[src/rtl/lcd_pkg.sv]
// Shared LCD definitions: FSM encodings, panel commands and RGB565 colours.
// Imported by the SPI writer and by the char/clear/init generators.
package lcd_pkg;

  localparam int ST_W = 6;

  localparam int S_IDLE  = 0;
  localparam int S_SETUP = 1;
  localparam int S_SHIFT = 2;
  localparam int S_HOLD  = 3;
  localparam int S_DONE  = 4;
  localparam int S_GAP   = 5;

  localparam logic [5:0] ST_IDLE  = 6'b000001;
  localparam logic [5:0] ST_SETUP = 6'b000010;
  localparam logic [5:0] ST_SHIFT = 6'b000100;
  localparam logic [5:0] ST_HOLD  = 6'b001000;
  localparam logic [5:0] ST_DONE  = 6'b010000;
  localparam logic [5:0] ST_GAP   = 6'b100000;

  localparam logic [8:0] CMD_CASET = 9'h02A;
  localparam logic [8:0] CMD_RASET = 9'h02B;
  localparam logic [8:0] CMD_RAMWR = 9'h02C;

  localparam logic [15:0] WHITE  = 16'hFFFF;
  localparam logic [15:0] BLACK  = 16'h0000;
  localparam logic [15:0] RED    = 16'hF800;
  localparam logic [15:0] GREEN  = 16'h07E0;
  localparam logic [15:0] BLUE   = 16'h001F;
  localparam logic [15:0] YELLOW = 16'hFFE0;

  function automatic logic [8:0] lcd_word(
    input logic       dc,
    input logic [7:0] b
  );
    return {dc, b};
  endfunction

endpackage

[src/rtl/lcd_spi_tick.sv]
// Half-period divider: o_tick high one cycle in every CLK_DIV.
// Ports: sys_clk, sys_rst_n, i_clr (sync restart), o_tick.
module lcd_spi_tick
  import lcd_pkg::*;
#(
  parameter int CLK_DIV = 2
) (
  input  logic sys_clk,
  input  logic sys_rst_n,
  input  logic i_clr,
  output logic o_tick
);

  localparam int CW = (CLK_DIV > 1) ? $clog2(CLK_DIV) : 1;
  localparam logic [CW-1:0] LAST = CW'(CLK_DIV - 1);

  logic [CW-1:0] r_cnt;

  always_ff @(posedge sys_clk or negedge sys_rst_n) begin
    if (!sys_rst_n) begin
      r_cnt <= '0;
    end else if (i_clr || r_cnt == LAST) begin
      r_cnt <= '0;
    end else begin
      r_cnt <= r_cnt + 1'b1;
    end
  end

  assign o_tick = (r_cnt == LAST);

endmodule

[src/rtl/lcd_spi_writer.sv]
// 9-bit {dc,byte} to 4-wire SPI (mode 0, MSB first) with wr_done pulse.
// Ports: en_write/data in; wr_done, lcd_cs/dc/scl/sda, busy out.
module lcd_spi_writer
  import lcd_pkg::*;
#(
  parameter int CLK_DIV    = 2,
  parameter int GAP_CYCLES = 3
) (
  input  logic       sys_clk,
  input  logic       sys_rst_n,
  input  logic       en_write,
  input  logic [8:0] data,
  output logic       wr_done,
  output logic       lcd_cs,
  output logic       lcd_dc,
  output logic       lcd_scl,
  output logic       lcd_sda,
  output logic       busy
);

  localparam int GW = $clog2(GAP_CYCLES + 1);
  localparam logic [GW-1:0] GAP_LAST = GW'(GAP_CYCLES - 1);

  logic [ST_W-1:0] r_state;
  logic [ST_W-1:0] w_nxt;
  logic            w_tick;
  logic            w_clr;
  logic            w_last;
  logic [7:0]      r_shift;
  logic [2:0]      r_bit;
  logic [GW-1:0]   r_gap;
  logic            r_done;
  logic            r_cs;
  logic            r_dc;
  logic            r_scl;
  logic            r_sda;
  logic            r_busy;

  // Divider restarts on every state change so each state
  // gets whole half-periods.
  assign w_clr = (w_nxt != r_state);

  lcd_spi_tick #(
    .CLK_DIV(CLK_DIV)
  ) u_tick (
    .sys_clk  (sys_clk),
    .sys_rst_n(sys_rst_n),
    .i_clr    (w_clr),
    .o_tick   (w_tick)
  );

  // Falling SCL of the eighth bit ends the shift phase.
  assign w_last = w_tick & r_scl & (r_bit == 3'd7);

  always_comb begin
    w_nxt = r_state;
    unique case (1'b1)
      r_state[S_IDLE]:
        if (en_write) w_nxt = ST_SETUP;
      r_state[S_SETUP]:
        if (w_tick) w_nxt = ST_SHIFT;
      r_state[S_SHIFT]:
        if (w_last) w_nxt = ST_HOLD;
      r_state[S_HOLD]:
        if (w_tick) w_nxt = ST_DONE;
      r_state[S_DONE]:
        w_nxt = ST_GAP;
      r_state[S_GAP]:
        if (r_gap == GAP_LAST) w_nxt = ST_IDLE;
      default:
        w_nxt = ST_IDLE;
    endcase
  end

  // Outputs are updated on the same edge as the state they
  // belong to, so pins and state stay cycle-aligned.
  always_ff @(posedge sys_clk or negedge sys_rst_n) begin
    if (!sys_rst_n) begin
      r_state <= ST_IDLE;
      r_shift <= '0;
      r_bit   <= '0;
      r_gap   <= '0;
      r_done  <= 1'b0;
      r_cs    <= 1'b1;
      r_dc    <= 1'b0;
      r_scl   <= 1'b0;
      r_sda   <= 1'b0;
      r_busy  <= 1'b0;
    end else begin
      r_state <= w_nxt;
      r_done  <= 1'b0;
      unique case (1'b1)
        r_state[S_IDLE]: begin
          if (en_write) begin
            r_shift <= data[7:0];
            r_dc    <= data[8];
            r_sda   <= data[7];
            r_cs    <= 1'b0;
            r_scl   <= 1'b0;
            r_bit   <= '0;
            r_busy  <= 1'b1;
          end
        end
        r_state[S_SETUP]: begin
        end
        r_state[S_SHIFT]: begin
          if (w_tick) begin
            if (!r_scl) begin
              r_scl <= 1'b1;
            end else begin
              r_scl <= 1'b0;
              r_bit <= r_bit + 3'd1;
              if (r_bit != 3'd7) begin
                r_shift <= {r_shift[6:0], 1'b0};
                r_sda   <= r_shift[6];
              end
            end
          end
        end
        r_state[S_HOLD]: begin
          if (w_tick) begin
            r_done <= 1'b1;
            r_cs   <= 1'b1;
          end
        end
        r_state[S_DONE]: begin
          r_gap <= '0;
        end
        r_state[S_GAP]: begin
          r_gap <= r_gap + 1'b1;
          if (r_gap == GAP_LAST) r_busy <= 1'b0;
        end
        default: begin
          r_cs   <= 1'b1;
          r_scl  <= 1'b0;
          r_busy <= 1'b0;
        end
      endcase
    end
  end

  assign wr_done = r_done;
  assign lcd_cs  = r_cs;
  assign lcd_dc  = r_dc;
  assign lcd_scl = r_scl;
  assign lcd_sda = r_sda;
  assign busy    = r_busy;

endmodule

[config.mk]
export PLATFORM = sky130hd
export DESIGN_NAME = lcd_spi_writer
export DESIGN_NICKNAME = d
export VERILOG_FILES = /design/src/rtl/lcd_pkg.sv /design/src/rtl/lcd_spi_tick.sv /design/src/rtl/lcd_spi_writer.sv
export SDC_FILE = /design/constraint.sdc
export NUM_CORES = 1
export LEC_CHECK = 0
export BUFFER_PORTS_ARGS = -buffer_cell sky130_fd_sc_hd__buf_4
export CAP_MARGIN = 20
export CORE_MARGIN = 1
export CORE_UTILIZATION = 48
export DETAILED_ROUTE_END_ITERATION = 10
export PLACE_DENSITY = 0.69
export SLEW_MARGIN = 20
export SYNTH_ARGS = -nofsm -noshare
export SYNTH_HDL_FRONTEND = slang
export SYNTH_HIERARCHICAL = 1
export SYNTH_SLANG_ARGS = --single-unit
[constraint.sdc]
create_clock -name sys_clk -period 3.9 [get_ports sys_clk]
set_input_delay 0.195 -clock sys_clk [delete_from_list [all_inputs] [get_ports sys_clk]]
set_output_delay 0.195 -clock sys_clk [all_outputs]
set_load 0.01 [all_outputs]
* Word level (Yosys, flattened, before mapping) *
Index checks and enable logic that the tools add are counted.

word-level totals
  flip-flop bits (word level) = 25
  input bits = 12

operators by class
  add/subtract/negate cells = 3
  equality and inequality tests = 10
  muxes and demuxes = 33
  bitwise gates (word level) = 5
  reductions and logical operators = 12

operator list
  kind                                                             number
  6-bit one-hot mux with 6 select lines                            1
  7-bit 2-to-1 mux                                                 4
  7-bit one-hot mux with 2 select lines                            1
  1-bit 2-to-1 mux                                                 13
  3-bit 2-to-1 mux                                                 4
  4-bit OR reduction                                               3
  2-bit by 1-bit != test with 1-bit output, second input constant  5
  1-bit one-hot mux with 3 select lines                            3
  3-bit AND reduction                                              3
  6-bit 2-to-1 mux                                                 1
  6-bit != test                                                    1
  3-bit one-hot mux with 2 select lines                            1
  5-bit 2-to-1 mux                                                 1
  5-bit AND reduction                                              1
  4-bit 2-to-1 mux                                                 1
  2-bit one-hot mux with 2 select lines                            1
  4-bit AND reduction                                              1
  2-bit nonzero test                                               2
  3-bit by 1-bit adder with 3-bit output, second input constant    1
  3-bit equality test, second input constant                       1
  3-bit != test, second input constant                             1
  1-bit NOT                                                        3
  2-bit by 1-bit adder with 2-bit output, second input constant    1
  1-bit bitwise AND                                                2
  7 further kinds                                                  7

* Logic depth before layout (Yosys ltp) *
  depth after elaboration = 7
  depth in mapped cells = 7
  gate-level depth less buffers = 7

* Modules after synthesis *
Netlist, hierarchy kept.

modules (own cells, without submodules)
  module          instances  cells an instance  area each (µm²)  seq. area each (µm²)
  lcd_spi_writer  1          122                1,211.2          603.1
  lcd_spi_tick    1          2                  28.8             25.0

* Worst setup path before layout *
Ideal clock, no wire load.

  path type = flip-flop to flip-flop
  start point = register r_bit[0]
  end point = register r_sda (netlist: lcd_sda)
  arrival = 1.468 ns
  required time = 3.827 ns
  setup slack = 2.359 ns
  stages on the path, launching flop included = 8
  path buffers = 1
  period minus slack after synthesis = 1.541 ns
  cell sequence = dfrtp_1 -> ha_1 -> ha_1 -> nand3b_1 -> a21oi_4 -> buf_6 -> nor2_1 -> a21oi_2

on the way
  cells in the longest elaborated chain, start to end = 3

ends and longest elaborated chain
  item                                                line                   source
  from (decl)                                         lcd_spi_writer.sv:30   logic [2:0] r_bit;
  from (signal assigned)                              lcd_spi_writer.sv:112  r_bit <= r_bit + 3'd1;
  3-bit != test                                       lcd_spi_writer.sv:113  if (r_bit != 3'd7) begin
  2-bit by 1-bit != test with 1-bit output (no line)  n/a
  5-bit AND reduction (no line)                       n/a
  to (signal assigned)                                lcd_spi_writer.sv:97   r_sda <= data[7];
  to (signal assigned)                                lcd_spi_writer.sv:115  r_sda <= r_shift[6];
  to (decl)                                           lcd_spi_writer.sv:36   logic r_sda;

No other way between the ends.
A chain may end at the register's enable or synchronous reset.

* Worst setup path in the final report *
  start point = register r_state[2]
  end point = register r_bit[0]

on the way
  cells in the longest elaborated chain, start to end = 2
  elaborated cells between the ends (all ways) = 5
  those cells by class = 2 x eq/ne; 1 x mux; 2 x reduce/logical

ends and longest elaborated chain
  item                                                                                      line                  source
  from (decl)                                                                               lcd_spi_writer.sv:24  logic [ST_W-1:0] r_state;
  from (signal assigned)                                                                    lcd_spi_writer.sv:90  r_state <= w_nxt;
  2-bit by 1-bit != test with 1-bit output (no line) or 2-bit nonzero test (tied branches)  n/a
  4-bit AND reduction (no line)                                                             n/a

Parallel ways exist; a longest one is shown, timed or not.

==> impl_metrics.tcl <==
set metrics [dict create \
    start_util_pct 50.5 \
    fp.dieH_um 52.8 \
    drt_iter0_markers 16 \
    tns_ns 0 \
    status "complete, no violations" \
    place_ws_ns 2.00 \
    fin_nets 157 \
    ctsHoldBuffers 1 \
    r2r-start "r_state[2]" \
    ctsResizeCount 0 \
    critPathArrivalTime_ns 2.12 \
    syn_nets 139 \
    skew_ns 0.00152 \
    cts_buffers 3 \
    yosysSeqAreaShare_pct 50.7 \
    power_density_nw_per_um2 721 \
    dp.cells 166 \
    start_kind "register" \
    grt_pass1_vias 866 \
    wl_per_cell_um 12.4 \
    worst_pin_slew_ns 0.807 \
    place.gp.congestion 0.762 \
    avgViaCountPerCell 5.39 \
    critPathMaxStageDelay_ns 0.89 \
    cts_root_buffer "clkbuf_4" \
    synth_area_leader_cell "dfrtp_1" \
    fin_crit_ns 1.91 \
    clock_latency_ns 0.31 \
    path_buf_inv 0 \
    min_from "data[8]" \
    yosysWarnings 6 \
    end_kind "register" \
    clkTransAtPathRegs_ns 0.13 \
    synth.most_common_cell "dfrtp_1" \
    num_antenna_cells 0 \
    timing.final.crit_share_pct 49.1 \
    crit_chain "mux2i_1, a21oi_2, mux2_1" \
    max_slew_margin_pct 46.2 \
    ant_nets 0 \
    synth_common_cells "23 x dfrtp_1, 13 x nand2_1, 11 x inv_1, 11 x nor2_1, 9 x a21oi_1" \
    rsz0062_at_grt "false" \
    vias 922 \
    synth_seq_cells 25 \
    netlist_instances 124 \
    crit_required_ns 4.11 \
    drv_slew 0 \
    cp_max_fo 22 \
    core-area_um2 2450 \
    grtUsageTotal_pct 18.8 \
    wirelength_um 2130 \
    antenna_found_initial 0 \
    grt_max_degree 26 \
    fin_util_pct 57.3 \
    drtPass1Iterations 5 \
    synthTopCellsByArea "dfrtp_1 46%, mux2i_1 6.5%, dfstp_2 4.2%, nand2_1 3.9%, a21oi_1 3.6%" \
    overflow 0 \
    grt_pass1_wl_um 3820 \
    finalInstanceArea_um2 1410 \
    placed_area_um2 1370 \
    die_x_um 52.8 \
    area_delta_synth_final_pct 13.5 \
    synth.distinct_cells 33 \
    setup_ws_ns 1.99 \
    setup_violations 0 \
    fmax_mhz 522 \
    synthFlopType "dfrtp_1" \
    async_reset_ff_share_pct 100 \
    cap_violations 0 \
    startpoint "r_state[2]" \
    path_class "register to register" \
    hpwl_um 1560 \
    drive_above_1_share_pct 19.9 \
    die-area_um2 2790 \
    ir_drop_mv 0.402 \
    crit_family "flip-flops" \
    cp_slowest_cell "dfrtp_1" \
    numPortBuffers 17 \
    synth_edf_count 0 \
    drc 0 \
    ioPinCount 18 \
    holdWs_ns 0.0951 \
    stdcell_count 171 \
    num-fill-cells 227 \
    clockBufferDepth 2 \
    cts_tree "done" \
    clkSinkCount 25 \
    rows 18 \
    post_cts_buffers 0 \
    synth_top_area_share_pct 46.4 \
    htree_num_levels 1 \
    hold_path_class "primary input to register" \
    syn_area_um2 1240 \
    hold_violations 0 \
    p_leak_nw 0.681 \
    totalPowerFinal_mw 1.01 \
    avgSynthCellArea_um2 10.0 \
]
cells in the final DEF (no fill, tap or decap), drive strengths merged, types with 2 or more instances in the layout:
| cell type | Yosys | final |
|---|---|---|
| clkbuf | 0 | 4 |
| nor2 | 11 | 11 |
| nand4 | 2 | 2 |
| nand2 | 13 | 13 |
| o21ai | 8 | 8 |
| dfstp | 2 | 2 |
| mux2 | 2 | 2 |
| ha | 3 | 3 |
| buf | 5 | 17 |
| and2 | 2 | 2 |
| inv | 11 | 11 |
| dfrtp | 23 | 23 |
| mux2i | 8 | 8 |
| a21oi | 13 | 13 |
| nand3 | 6 | 6 |
final cells by class:
type / instances / area [µm²] / share of cell area [%]
flip-flops and latches: 25 / 628 / 44.6
multi-input cells: 83 / 537 / 38.1
repair buffers: 18 / 138 / 9.78
inverters: 11 / 41.3 / 2.93
well taps: 30 / 37.5 / 2.67
clock buffers: 4 / 26.3 / 1.87
path summary, 6_finish.rpt:
path                         endpoint  slack (ns)  cells after the start
max reg2reg                  r_bit[0]        1.99                      3
min in group asynchronous     wr_done        0.31                      2
max in group asynchronous  r_state[0]        3.31                      2
max                          r_bit[0]        1.99                      3
min                            lcd_dc         0.1                      2
min reg2reg                  r_gap[0]        0.48                      1
logic make-up after synthesis:
| logic type | synth area share (%) |
|---|---|
| mux | 8.27 |
| compound gates | 16.6 |
| fa+ha+maj | 3.03 |
| simple gates | 15.4 |
| buf+inv | 6.05 |
| flops | 50.7 |
layer usage:
metal	global-route usage (%)	up-vias	wire length, µm
met5	0	-	0
met2	29.5	17	1040
li1	-	466	-
met4	5.26	0	11
met3	3.48	2	51
met1	26.1	437	1030
report_power, final:
part	total (mW)	internal [mW]	switching, mW
registers	0.486	0.368	0.118
clock network	0.114	0.0399	0.0742
logic	0.414	0.198	0.216
total	1.01	0.607	0.408
sequential cells by signal, indices dropped and copies added (netlist names), 2 cells and up:
| signal | flops |
|---|---|
| r_shift | 7 |
| r_bit | 3 |
| r_state | 6 |
| r_gap | 2 |
Power figures use the tool's default switching activity.
